===== config.mk =====
export PLATFORM = sky130hd
export DESIGN_NAME = regfile_port_sched_flat
export DESIGN_NICKNAME = d
export VERILOG_FILES = /design/src/rtl/regfile_port_sched_if.sv /design/src/rtl/regfile_port_sched.sv /design/src/flat_wrapper.sv
export SDC_FILE = /design/constraint.sdc
export NUM_CORES = 1
export LEC_CHECK = 0
export CAP_MARGIN = 20
export CORE_UTILIZATION = 42
export DETAILED_ROUTE_END_ITERATION = 6
export PLACE_DENSITY = 0.79
export SYNTH_ARGS = -nofsm -noshare
export SYNTH_HDL_FRONTEND = slang
export SYNTH_SLANG_ARGS = --single-unit

===== constraint.sdc =====
create_clock -name clk -period 6 [get_ports clk]
set_clock_uncertainty 0.2 [all_clocks]
set_input_delay 0.9 -clock clk [delete_from_list [all_inputs] [get_ports clk]]
set_output_delay 0.9 -clock clk [all_outputs]
set_load 0.01 [all_outputs]

===== src/rtl/regfile_port_sched_if.sv =====
// Requester and register-file port bundle for regfile_port_sched.
interface regfile_port_sched_if #(
  parameter int unsigned NUM_REQ   = 4,
  parameter int unsigned WORD_SIZE = 32,
  parameter int unsigned ADDR_W    = 4
);
  logic [NUM_REQ-1:0]           req_valid;
  logic [NUM_REQ-1:0]           req_we;
  logic [NUM_REQ*ADDR_W-1:0]    req_addr;
  logic [NUM_REQ*WORD_SIZE-1:0] req_wdata;
  logic [NUM_REQ-1:0]           req_ready;
  logic [NUM_REQ-1:0]           rsp_valid;
  logic [NUM_REQ*WORD_SIZE-1:0] rsp_rdata;
  logic [ADDR_W-1:0]            rf_addr0;
  logic [ADDR_W-1:0]            rf_addr1;
  logic [WORD_SIZE-1:0]         rf_din0;
  logic [WORD_SIZE-1:0]         rf_din1;
  logic                         rf_we0;
  logic                         rf_we1;
  logic [WORD_SIZE-1:0]         rf_dout0;
  logic [WORD_SIZE-1:0]         rf_dout1;

  // Requesters plus register file, seen from outside the scheduler.
  modport master (
    output req_valid, req_we, req_addr, req_wdata, rf_dout0, rf_dout1,
    input  req_ready, rsp_valid, rsp_rdata, rf_addr0, rf_addr1, rf_din0, rf_din1,
    input  rf_we0, rf_we1
  );

  // The scheduler itself.
  modport slave (
    input  req_valid, req_we, req_addr, req_wdata, rf_dout0, rf_dout1,
    output req_ready, rsp_valid, rsp_rdata, rf_addr0, rf_addr1, rf_din0, rf_din1,
    output rf_we0, rf_we1
  );
endinterface


===== src/rtl/regfile_port_sched.sv =====
// Round-robin scheduler of NUM_REQ requesters onto the two register-file ports.
module regfile_port_sched #(
  parameter int unsigned NUM_REQ   = 4,
  parameter int unsigned WORD_SIZE = 32,
  parameter int unsigned ADDR_W    = 4
) (
  input logic                clk,
  input logic                rst_n,
  regfile_port_sched_if.slave bus
);

  localparam int unsigned PTR_W = (NUM_REQ > 1) ? $clog2(NUM_REQ) : 1;

  logic [PTR_W-1:0]             rr_ptr_q, rr_ptr_d;
  logic                         g0_vld, g1_vld;
  logic [PTR_W-1:0]             g0_idx, g1_idx, last_idx;
  int unsigned                  scan;
  logic [NUM_REQ-1:0]           rsp_valid_q, rsp_valid_d;
  logic [NUM_REQ*WORD_SIZE-1:0] rsp_rdata_q, rsp_rdata_d;

  // Scan from rr_ptr: first valid gets port 0, next eligible valid gets port 1.
  always_comb begin
    g0_vld = 1'b0;
    g0_idx = '0;
    g1_vld = 1'b0;
    g1_idx = '0;
    scan   = 0;
    for (int unsigned k = 0; k < NUM_REQ; k++) begin
      scan = 32'(rr_ptr_q) + k;
      if (scan >= NUM_REQ) scan = scan - NUM_REQ;
      if (bus.req_valid[scan]) begin
        if (!g0_vld) begin
          g0_vld = 1'b1;
          g0_idx = PTR_W'(scan);
        end else if (!g1_vld &&
                     !(bus.req_we[scan] && bus.req_we[g0_idx] &&
                       (bus.req_addr[scan*ADDR_W +: ADDR_W] ==
                        bus.req_addr[g0_idx*ADDR_W +: ADDR_W]))) begin
          // Two writes to one register in a cycle would race; defer the second.
          g1_vld = 1'b1;
          g1_idx = PTR_W'(scan);
        end
      end
    end
    // Nothing is granted while reset is held, even though rst_n is asynchronous.
    if (!rst_n) begin
      g0_vld = 1'b0;
      g1_vld = 1'b0;
    end
  end

  // Drive grants and register-file ports; idle ports are driven to zero.
  always_comb begin
    bus.req_ready = '0;
    bus.rf_addr0  = '0;
    bus.rf_we0    = 1'b0;
    bus.rf_din0   = '0;
    bus.rf_addr1  = '0;
    bus.rf_we1    = 1'b0;
    bus.rf_din1   = '0;
    if (g0_vld) begin
      bus.req_ready[g0_idx] = 1'b1;
      bus.rf_addr0 = bus.req_addr[g0_idx*ADDR_W +: ADDR_W];
      bus.rf_we0   = bus.req_we[g0_idx];
      if (bus.req_we[g0_idx]) bus.rf_din0 = bus.req_wdata[g0_idx*WORD_SIZE +: WORD_SIZE];
    end
    if (g1_vld) begin
      bus.req_ready[g1_idx] = 1'b1;
      bus.rf_addr1 = bus.req_addr[g1_idx*ADDR_W +: ADDR_W];
      bus.rf_we1   = bus.req_we[g1_idx];
      if (bus.req_we[g1_idx]) bus.rf_din1 = bus.req_wdata[g1_idx*WORD_SIZE +: WORD_SIZE];
    end
  end

  // Capture read data for granted reads; pointer moves past the last grant.
  always_comb begin
    rsp_valid_d = '0;
    rsp_rdata_d = rsp_rdata_q;
    if (g0_vld && !bus.req_we[g0_idx]) begin
      rsp_valid_d[g0_idx] = 1'b1;
      rsp_rdata_d[g0_idx*WORD_SIZE +: WORD_SIZE] = bus.rf_dout0;
    end
    if (g1_vld && !bus.req_we[g1_idx]) begin
      rsp_valid_d[g1_idx] = 1'b1;
      rsp_rdata_d[g1_idx*WORD_SIZE +: WORD_SIZE] = bus.rf_dout1;
    end
    last_idx = g1_vld ? g1_idx : g0_idx;
    rr_ptr_d = rr_ptr_q;
    if (g0_vld) begin
      if (32'(last_idx) == NUM_REQ - 1) rr_ptr_d = '0;
      else rr_ptr_d = last_idx + PTR_W'(1);
    end
  end

  // State registers.
  always_ff @(posedge clk or negedge rst_n) begin
    if (!rst_n) begin
      rr_ptr_q    <= '0;
      rsp_valid_q <= '0;
      rsp_rdata_q <= '0;
    end else begin
      rr_ptr_q    <= rr_ptr_d;
      rsp_valid_q <= rsp_valid_d;
      rsp_rdata_q <= rsp_rdata_d;
    end
  end

  assign bus.rsp_valid = rsp_valid_q;
  assign bus.rsp_rdata = rsp_rdata_q;

endmodule


===== src/flat_wrapper.sv =====
// flat-port wrapper written by rule: the top's interface ports become plain ports
module regfile_port_sched_flat 
#(
  parameter int unsigned NUM_REQ   = 4,
  parameter int unsigned WORD_SIZE = 32,
  parameter int unsigned ADDR_W    = 4
)
  (clk, rst_n, bus_req_valid, bus_req_we, bus_req_addr, bus_req_wdata, bus_rf_dout0, bus_rf_dout1, bus_req_ready, bus_rsp_valid, bus_rsp_rdata, bus_rf_addr0, bus_rf_addr1, bus_rf_din0, bus_rf_din1, bus_rf_we0, bus_rf_we1);
  regfile_port_sched_if #(.NUM_REQ(NUM_REQ), .WORD_SIZE(WORD_SIZE), .ADDR_W(ADDR_W)) bus_i ();
  input logic clk;
  input logic rst_n;
  input wire logic [$bits(bus_i.req_valid)-1:0] bus_req_valid;
  input wire logic [$bits(bus_i.req_we)-1:0] bus_req_we;
  input wire logic [$bits(bus_i.req_addr)-1:0] bus_req_addr;
  input wire logic [$bits(bus_i.req_wdata)-1:0] bus_req_wdata;
  input wire logic [$bits(bus_i.rf_dout0)-1:0] bus_rf_dout0;
  input wire logic [$bits(bus_i.rf_dout1)-1:0] bus_rf_dout1;
  output wire logic [$bits(bus_i.req_ready)-1:0] bus_req_ready;
  output wire logic [$bits(bus_i.rsp_valid)-1:0] bus_rsp_valid;
  output wire logic [$bits(bus_i.rsp_rdata)-1:0] bus_rsp_rdata;
  output wire logic [$bits(bus_i.rf_addr0)-1:0] bus_rf_addr0;
  output wire logic [$bits(bus_i.rf_addr1)-1:0] bus_rf_addr1;
  output wire logic [$bits(bus_i.rf_din0)-1:0] bus_rf_din0;
  output wire logic [$bits(bus_i.rf_din1)-1:0] bus_rf_din1;
  output wire logic [$bits(bus_i.rf_we0)-1:0] bus_rf_we0;
  output wire logic [$bits(bus_i.rf_we1)-1:0] bus_rf_we1;
  assign bus_i.req_valid = bus_req_valid;
  assign bus_i.req_we = bus_req_we;
  assign bus_i.req_addr = bus_req_addr;
  assign bus_i.req_wdata = bus_req_wdata;
  assign bus_i.rf_dout0 = bus_rf_dout0;
  assign bus_i.rf_dout1 = bus_rf_dout1;
  assign bus_req_ready = bus_i.req_ready;
  assign bus_rsp_valid = bus_i.rsp_valid;
  assign bus_rsp_rdata = bus_i.rsp_rdata;
  assign bus_rf_addr0 = bus_i.rf_addr0;
  assign bus_rf_addr1 = bus_i.rf_addr1;
  assign bus_rf_din0 = bus_i.rf_din0;
  assign bus_rf_din1 = bus_i.rf_din1;
  assign bus_rf_we0 = bus_i.rf_we0;
  assign bus_rf_we1 = bus_i.rf_we1;
  regfile_port_sched #(.NUM_REQ(NUM_REQ), .WORD_SIZE(WORD_SIZE), .ADDR_W(ADDR_W)) u_core (.clk(clk), .rst_n(rst_n), .bus(bus_i));
endmodule

==> results of run 1 <==
final cells by class:
type | instances | area, um2 | area share
antenna | 4 | 10.0 | 0.000511
clock inverter | 15 | 148 | 0.00754
tap | 378 | 473 | 0.0242
clock buffer | 17 | 425 | 0.0217
timing repair buffer | 646 | 6470 | 0.331
inverter | 21 | 88.8 | 0.00454
multi-input combinational | 1054 | 8600 | 0.440
sequential | 134 | 3350 | 0.171
stage by stage:
stage / hold WS (ns) / setup TNS [ns]
floorplan: 0.387 / 0
global placement: 0.333 / -20.61
detailed placement: 0.346 / -25.39
CTS: 0.216 / 0
global route: 0.234 / -2.85
finish: 0.200 / -0.232
registers in the layout (all words and copies together), names as in the netlist:
register	count
u_core.rr_ptr_q	2
u_core.bus.rsp_valid	4
u_core.bus.rsp_rdata	128
worst max path at each step:
| stage | slack (ns) | start | to | depth (start not counted) |
|---|---|---|---|---|
| after floorplan | 0.08 | u_core.rr_ptr_q[0]$_DFFE_PN0P_ | bus_rf_din1[2] | 20 |
| after global placement | -0.65 | bus_req_valid[3] | bus_rf_din1[0] | 17 |
| after detailed placement | -0.81 | bus_req_valid[3] | bus_rf_din1[0] | 18 |
| after CTS | 0.005 | bus_req_valid[3] | bus_rf_din1[4] | 19 |
| after global routing | -0.19 | u_core.rr_ptr_q[0]$_DFFE_PN0P_ | bus_rf_din1[4] | 20 |
| final | -0.08 | u_core.rr_ptr_q[0]$_DFFE_PN0P_ | bus_rf_din1[4] | 20 |
critical path, stage by stage (launching register included):
cell                        delay (ns)
sky130_fd_sc_hd__dfrtp_1          0.39
sky130_fd_sc_hd__inv_2            0.07
sky130_fd_sc_hd__ha_4             0.30
sky130_fd_sc_hd__mux4_2           0.55
sky130_fd_sc_hd__buf_6            0.17
sky130_fd_sc_hd__mux2_4           0.35
sky130_fd_sc_hd__nor2_4           0.12
sky130_fd_sc_hd__a211oi_2         0.04
sky130_fd_sc_hd__a311oi_2         0.28
sky130_fd_sc_hd__or3b_4           0.43
sky130_fd_sc_hd__o211ai_4         0.13
sky130_fd_sc_hd__nand4_1          0.18
sky130_fd_sc_hd__o211ai_4         0.18
sky130_fd_sc_hd__inv_4            0.08
sky130_fd_sc_hd__o211ai_1         0.26
sky130_fd_sc_hd__o21ai_4          0.16
sky130_fd_sc_hd__buf_12           0.18
sky130_fd_sc_hd__buf_8            0.14
sky130_fd_sc_hd__a2111oi_4        0.23
sky130_fd_sc_hd__buf_4            0.18
sky130_fd_sc_hd__buf_6            0.12
routing by layer:
metal  track usage  up-vias  share of wire
li1              -     6013              -
met1         0.446     6824           0.37
met2         0.615     1043           0.48
met3        0.0735      230          0.098
met4         0.221        0          0.058
met5             0        -              0
cells in the final DEF, fill, tap and decap left out, types with 4 or more instances in the layout:
cell type / count
sky130_fd_sc_hd__buf_2: 21
sky130_fd_sc_hd__nand2b_1: 4
sky130_fd_sc_hd__and2_1: 6
sky130_fd_sc_hd__mux4_2: 53
sky130_fd_sc_hd__clkbuf_2: 9
sky130_fd_sc_hd__inv_8: 4
sky130_fd_sc_hd__mux2i_1: 174
sky130_fd_sc_hd__nor2_1: 23
sky130_fd_sc_hd__ha_1: 14
sky130_fd_sc_hd__nor3_1: 6
sky130_fd_sc_hd__a31o_2: 6
sky130_fd_sc_hd__a211oi_2: 7
sky130_fd_sc_hd__clkbuf_16: 21
sky130_fd_sc_hd__and3_4: 10
sky130_fd_sc_hd__nor3b_2: 4
sky130_fd_sc_hd__diode_2: 4
sky130_fd_sc_hd__clkdlybuf4s50_1: 381
sky130_fd_sc_hd__o211a_1: 5
sky130_fd_sc_hd__dfrtp_1: 134
sky130_fd_sc_hd__a211oi_1: 7
sky130_fd_sc_hd__buf_16: 4
sky130_fd_sc_hd__nor2b_1: 5
sky130_fd_sc_hd__inv_6: 9
sky130_fd_sc_hd__o21ai_4: 6
sky130_fd_sc_hd__a2111oi_4: 27
sky130_fd_sc_hd__nand2_1: 240
sky130_fd_sc_hd__o2111ai_1: 5
sky130_fd_sc_hd__nand3_1: 12
sky130_fd_sc_hd__a2111oi_2: 5
sky130_fd_sc_hd__buf_12: 36
sky130_fd_sc_hd__mux2_2: 4
sky130_fd_sc_hd__buf_6: 23
sky130_fd_sc_hd__o211ai_1: 11
sky130_fd_sc_hd__o21ai_0: 16
sky130_fd_sc_hd__xnor2_1: 5
sky130_fd_sc_hd__buf_4: 159
sky130_fd_sc_hd__and3_1: 184
sky130_fd_sc_hd__inv_1: 14
sky130_fd_sc_hd__a21oi_1: 142
logic make-up after synthesis:
group | count (synthesis) | share of synthesized area
buf+inv | 135 | 0.0549
flops | 134 | 0.282
mux | 234 | 0.253
xor+xnor | 6 | 0.00442
fa+ha+maj | 20 | 0.0210
simple gates | 525 | 0.221
compound gates | 269 | 0.163
cells in the mapped netlist (5+ instances only):
cell type | number | area, um2
sky130_fd_sc_hd__nor2_1 | 27 | 101
sky130_fd_sc_hd__buf_2 | 28 | 140
sky130_fd_sc_hd__dfrtp_1 | 134 | 3350
sky130_fd_sc_hd__nor3_1 | 9 | 45.0
sky130_fd_sc_hd__a2111oi_2 | 25 | 375
sky130_fd_sc_hd__nor2b_1 | 5 | 31.3
sky130_fd_sc_hd__nand2_1 | 243 | 912
sky130_fd_sc_hd__clkbuf_1 | 58 | 218
sky130_fd_sc_hd__ha_1 | 20 | 250
sky130_fd_sc_hd__a21oi_1 | 142 | 711
sky130_fd_sc_hd__a2111oi_1 | 6 | 60.1
sky130_fd_sc_hd__nand2b_1 | 5 | 31.3
sky130_fd_sc_hd__a211oi_1 | 12 | 90.1
sky130_fd_sc_hd__and3_1 | 194 | 1210
sky130_fd_sc_hd__and2_1 | 6 | 37.5
sky130_fd_sc_hd__xnor2_1 | 5 | 43.8
sky130_fd_sc_hd__buf_1 | 7 | 26.3
sky130_fd_sc_hd__buf_6 | 8 | 90.1
sky130_fd_sc_hd__mux4_2 | 53 | 1190
sky130_fd_sc_hd__mux2i_1 | 176 | 1760
sky130_fd_sc_hd__o211ai_1 | 11 | 82.6
sky130_fd_sc_hd__nand3_1 | 13 | 65.1
sky130_fd_sc_hd__inv_1 | 18 | 67.6
sky130_fd_sc_hd__o2111ai_1 | 5 | 43.8
sky130_fd_sc_hd__buf_4 | 13 | 97.6
sky130_fd_sc_hd__o21ai_0 | 19 | 95.1
sky130_fd_sc_hd__a31o_2 | 6 | 52.6
sky130_fd_sc_hd__o211a_1 | 5 | 50.1
sky130_fd_sc_hd__o21ai_2 | 5 | 43.8
repair_timing:
action,CTS,global route
pin swaps,16,12
setup endpoints to repair,43,40
cloned,5,4
gates resized for setup,184,110
buffers inserted,16,26
==> flow_summary_export.csv, run 1 <==
group,metric,value,unit
critical_path,cp.arrival,4.98,ns
clocking,clk_pin_slew_worst_paths,0.07,ns
global_route,grt_usage,0.371,
die,initial_core_util,0.427,
outcome,failing_checks,"setup timing",
sta,relSlewSlack,0.505,
synth,async_flop_share,1.00,
cells_and_area,flow.area_growth_from_synthesis,64.5,%
drt,route.vias.total,14100,
cells_and_area,share_of_the_core_filled_with_cells_in_the_final_layout,0.703,
synth,synthesis.area_per_instance,9.00,um2
sta,fmax,164,MHz
global_route,antenna_found_initial,4,
critical_path,timing.critical_path.fanout_max,7,
synth,yosys_most_used_dff,"sky130_fd_sc_hd__dfrtp_1",
critical_path,worst_r2r_startpoint,"u_core.rr_ptr_q[0]$_DFFE_PN0P_",
job,maxCapViolCount,0,
global_route,vias_in_the_first_global_route,13800,
synth,yosys_warnings,0,
synth,synthesis.instances,1323,
critical_path,reg2reg_setup_slack,0.56,ns
drt,detail_route.wirelength,56700,um
sta,timing.final.crit_share,1.01,
sta,timing.final.setup_violations,6,
sta,finalWorstPathRequiredPeriod,6.08,ns
drt,wl_per_cell,25.0,um
placement,replace_congestion,1.04,
clocking,clk_latency,0.42,ns
sta,rsz0062_at_grt,"true",
clocking,tritoncts_num_sinks,134,
clocking,cts_made_buffers,17,
cells_and_area,final.fill_count,2149,
cells_and_area,final_net_count,2112,
global_route,grt_start_max_net_pins,56,
cells_and_area,layout.cell_area.non_filler,19600,um2
critical_path,cp_endpoint_kind,"primary output",
sta,timing_worst_slew_pin_value,0.742,ns
outcome,outcome,"finished, violations left",
cells_and_area,final-instance-count-excl-fill,2269,
synth,post_synth_num_cell_types,72,
drt,drtAntennaViolNets,0,
drt,drt_first_pass_iters,7,
critical_path,required,4.90,ns
critical_path,reg2reg_to,"u_core.bus.rsp_rdata[14]$_DFF_PN0_",
clocking,cts.path.max_buffers,2,
global_route,grt_remaining_overflow,0,
global_route,grt_first_pass_wirelength,81500,um
clocking,ctsHoldBuffers,0,
sta,maxSlewViolCount,0,
drt,detail_route.iter0.violations,1404,
placement,place_inst,2185,
clocking,htree_num_levels,4,
die,chipHeight,170,um
clocking,cts_root_buffer,"sky130_fd_sc_hd__clkbuf_16",
die,die-width,170,um
die,design.die.area,29000,um2
placement,dp_worst_setup_slack,-0.807,ns
placement,buffer_ports.inserted,427,
cells_and_area,drive_above_1_share,0.249,
synth,number_of_enable_type_register_cells_in_the_synthesized_netlist,0,
sta,final-hold-violation-count,0,
die,floorplan.core_area,27900,um2
sta,fin_ws,-0.0799,ns
drt,detail_route.vias_per_cell,6.22,
die,io_pins,428,
worst_hold_path,timing.hold.worst.class,"input pin to async pin",
drt,route.detailed.drc,0,
die,number_of_standard_cell_rows_in_the_floorplan,61,
synth,syn-cell-area,11900,um2
critical_path,worst_setup_path_start_kind,"register",
critical_path,criticalPathCategory,"register to primary output",
synth,ys_ff_latch,134,
placement,placed_cell_area,17900,um2
placement,hpwl,39300,um
critical_path,reg2reg_depth,25,
synth,yosysSeqAreaShare,0.282,
synth,net_count_after_synthesis,1561,
clocking,cts_tree,"built",
Power of run 1 is left out: the tool's default activity adds up to more than one toggle a clock period on the data nets, which glitch-free logic cannot reach.
==> inputs of run 2 (changes only) <==
--- a/config.mk
+++ b/config.mk
@@ -5,6 +5,7 @@
 export SDC_FILE = /design/constraint.sdc
 export NUM_CORES = 1
 export LEC_CHECK = 0
+export ABC_CLOCK_PERIOD_IN_PS = 6000
 export CAP_MARGIN = 20
 export CORE_UTILIZATION = 42
 export DETAILED_ROUTE_END_ITERATION = 6
==> results of run 2 <==
Same layout as run 1: the final DEF is identical, and so are final timing and power.
Power of run 2 is left out for the same reason.
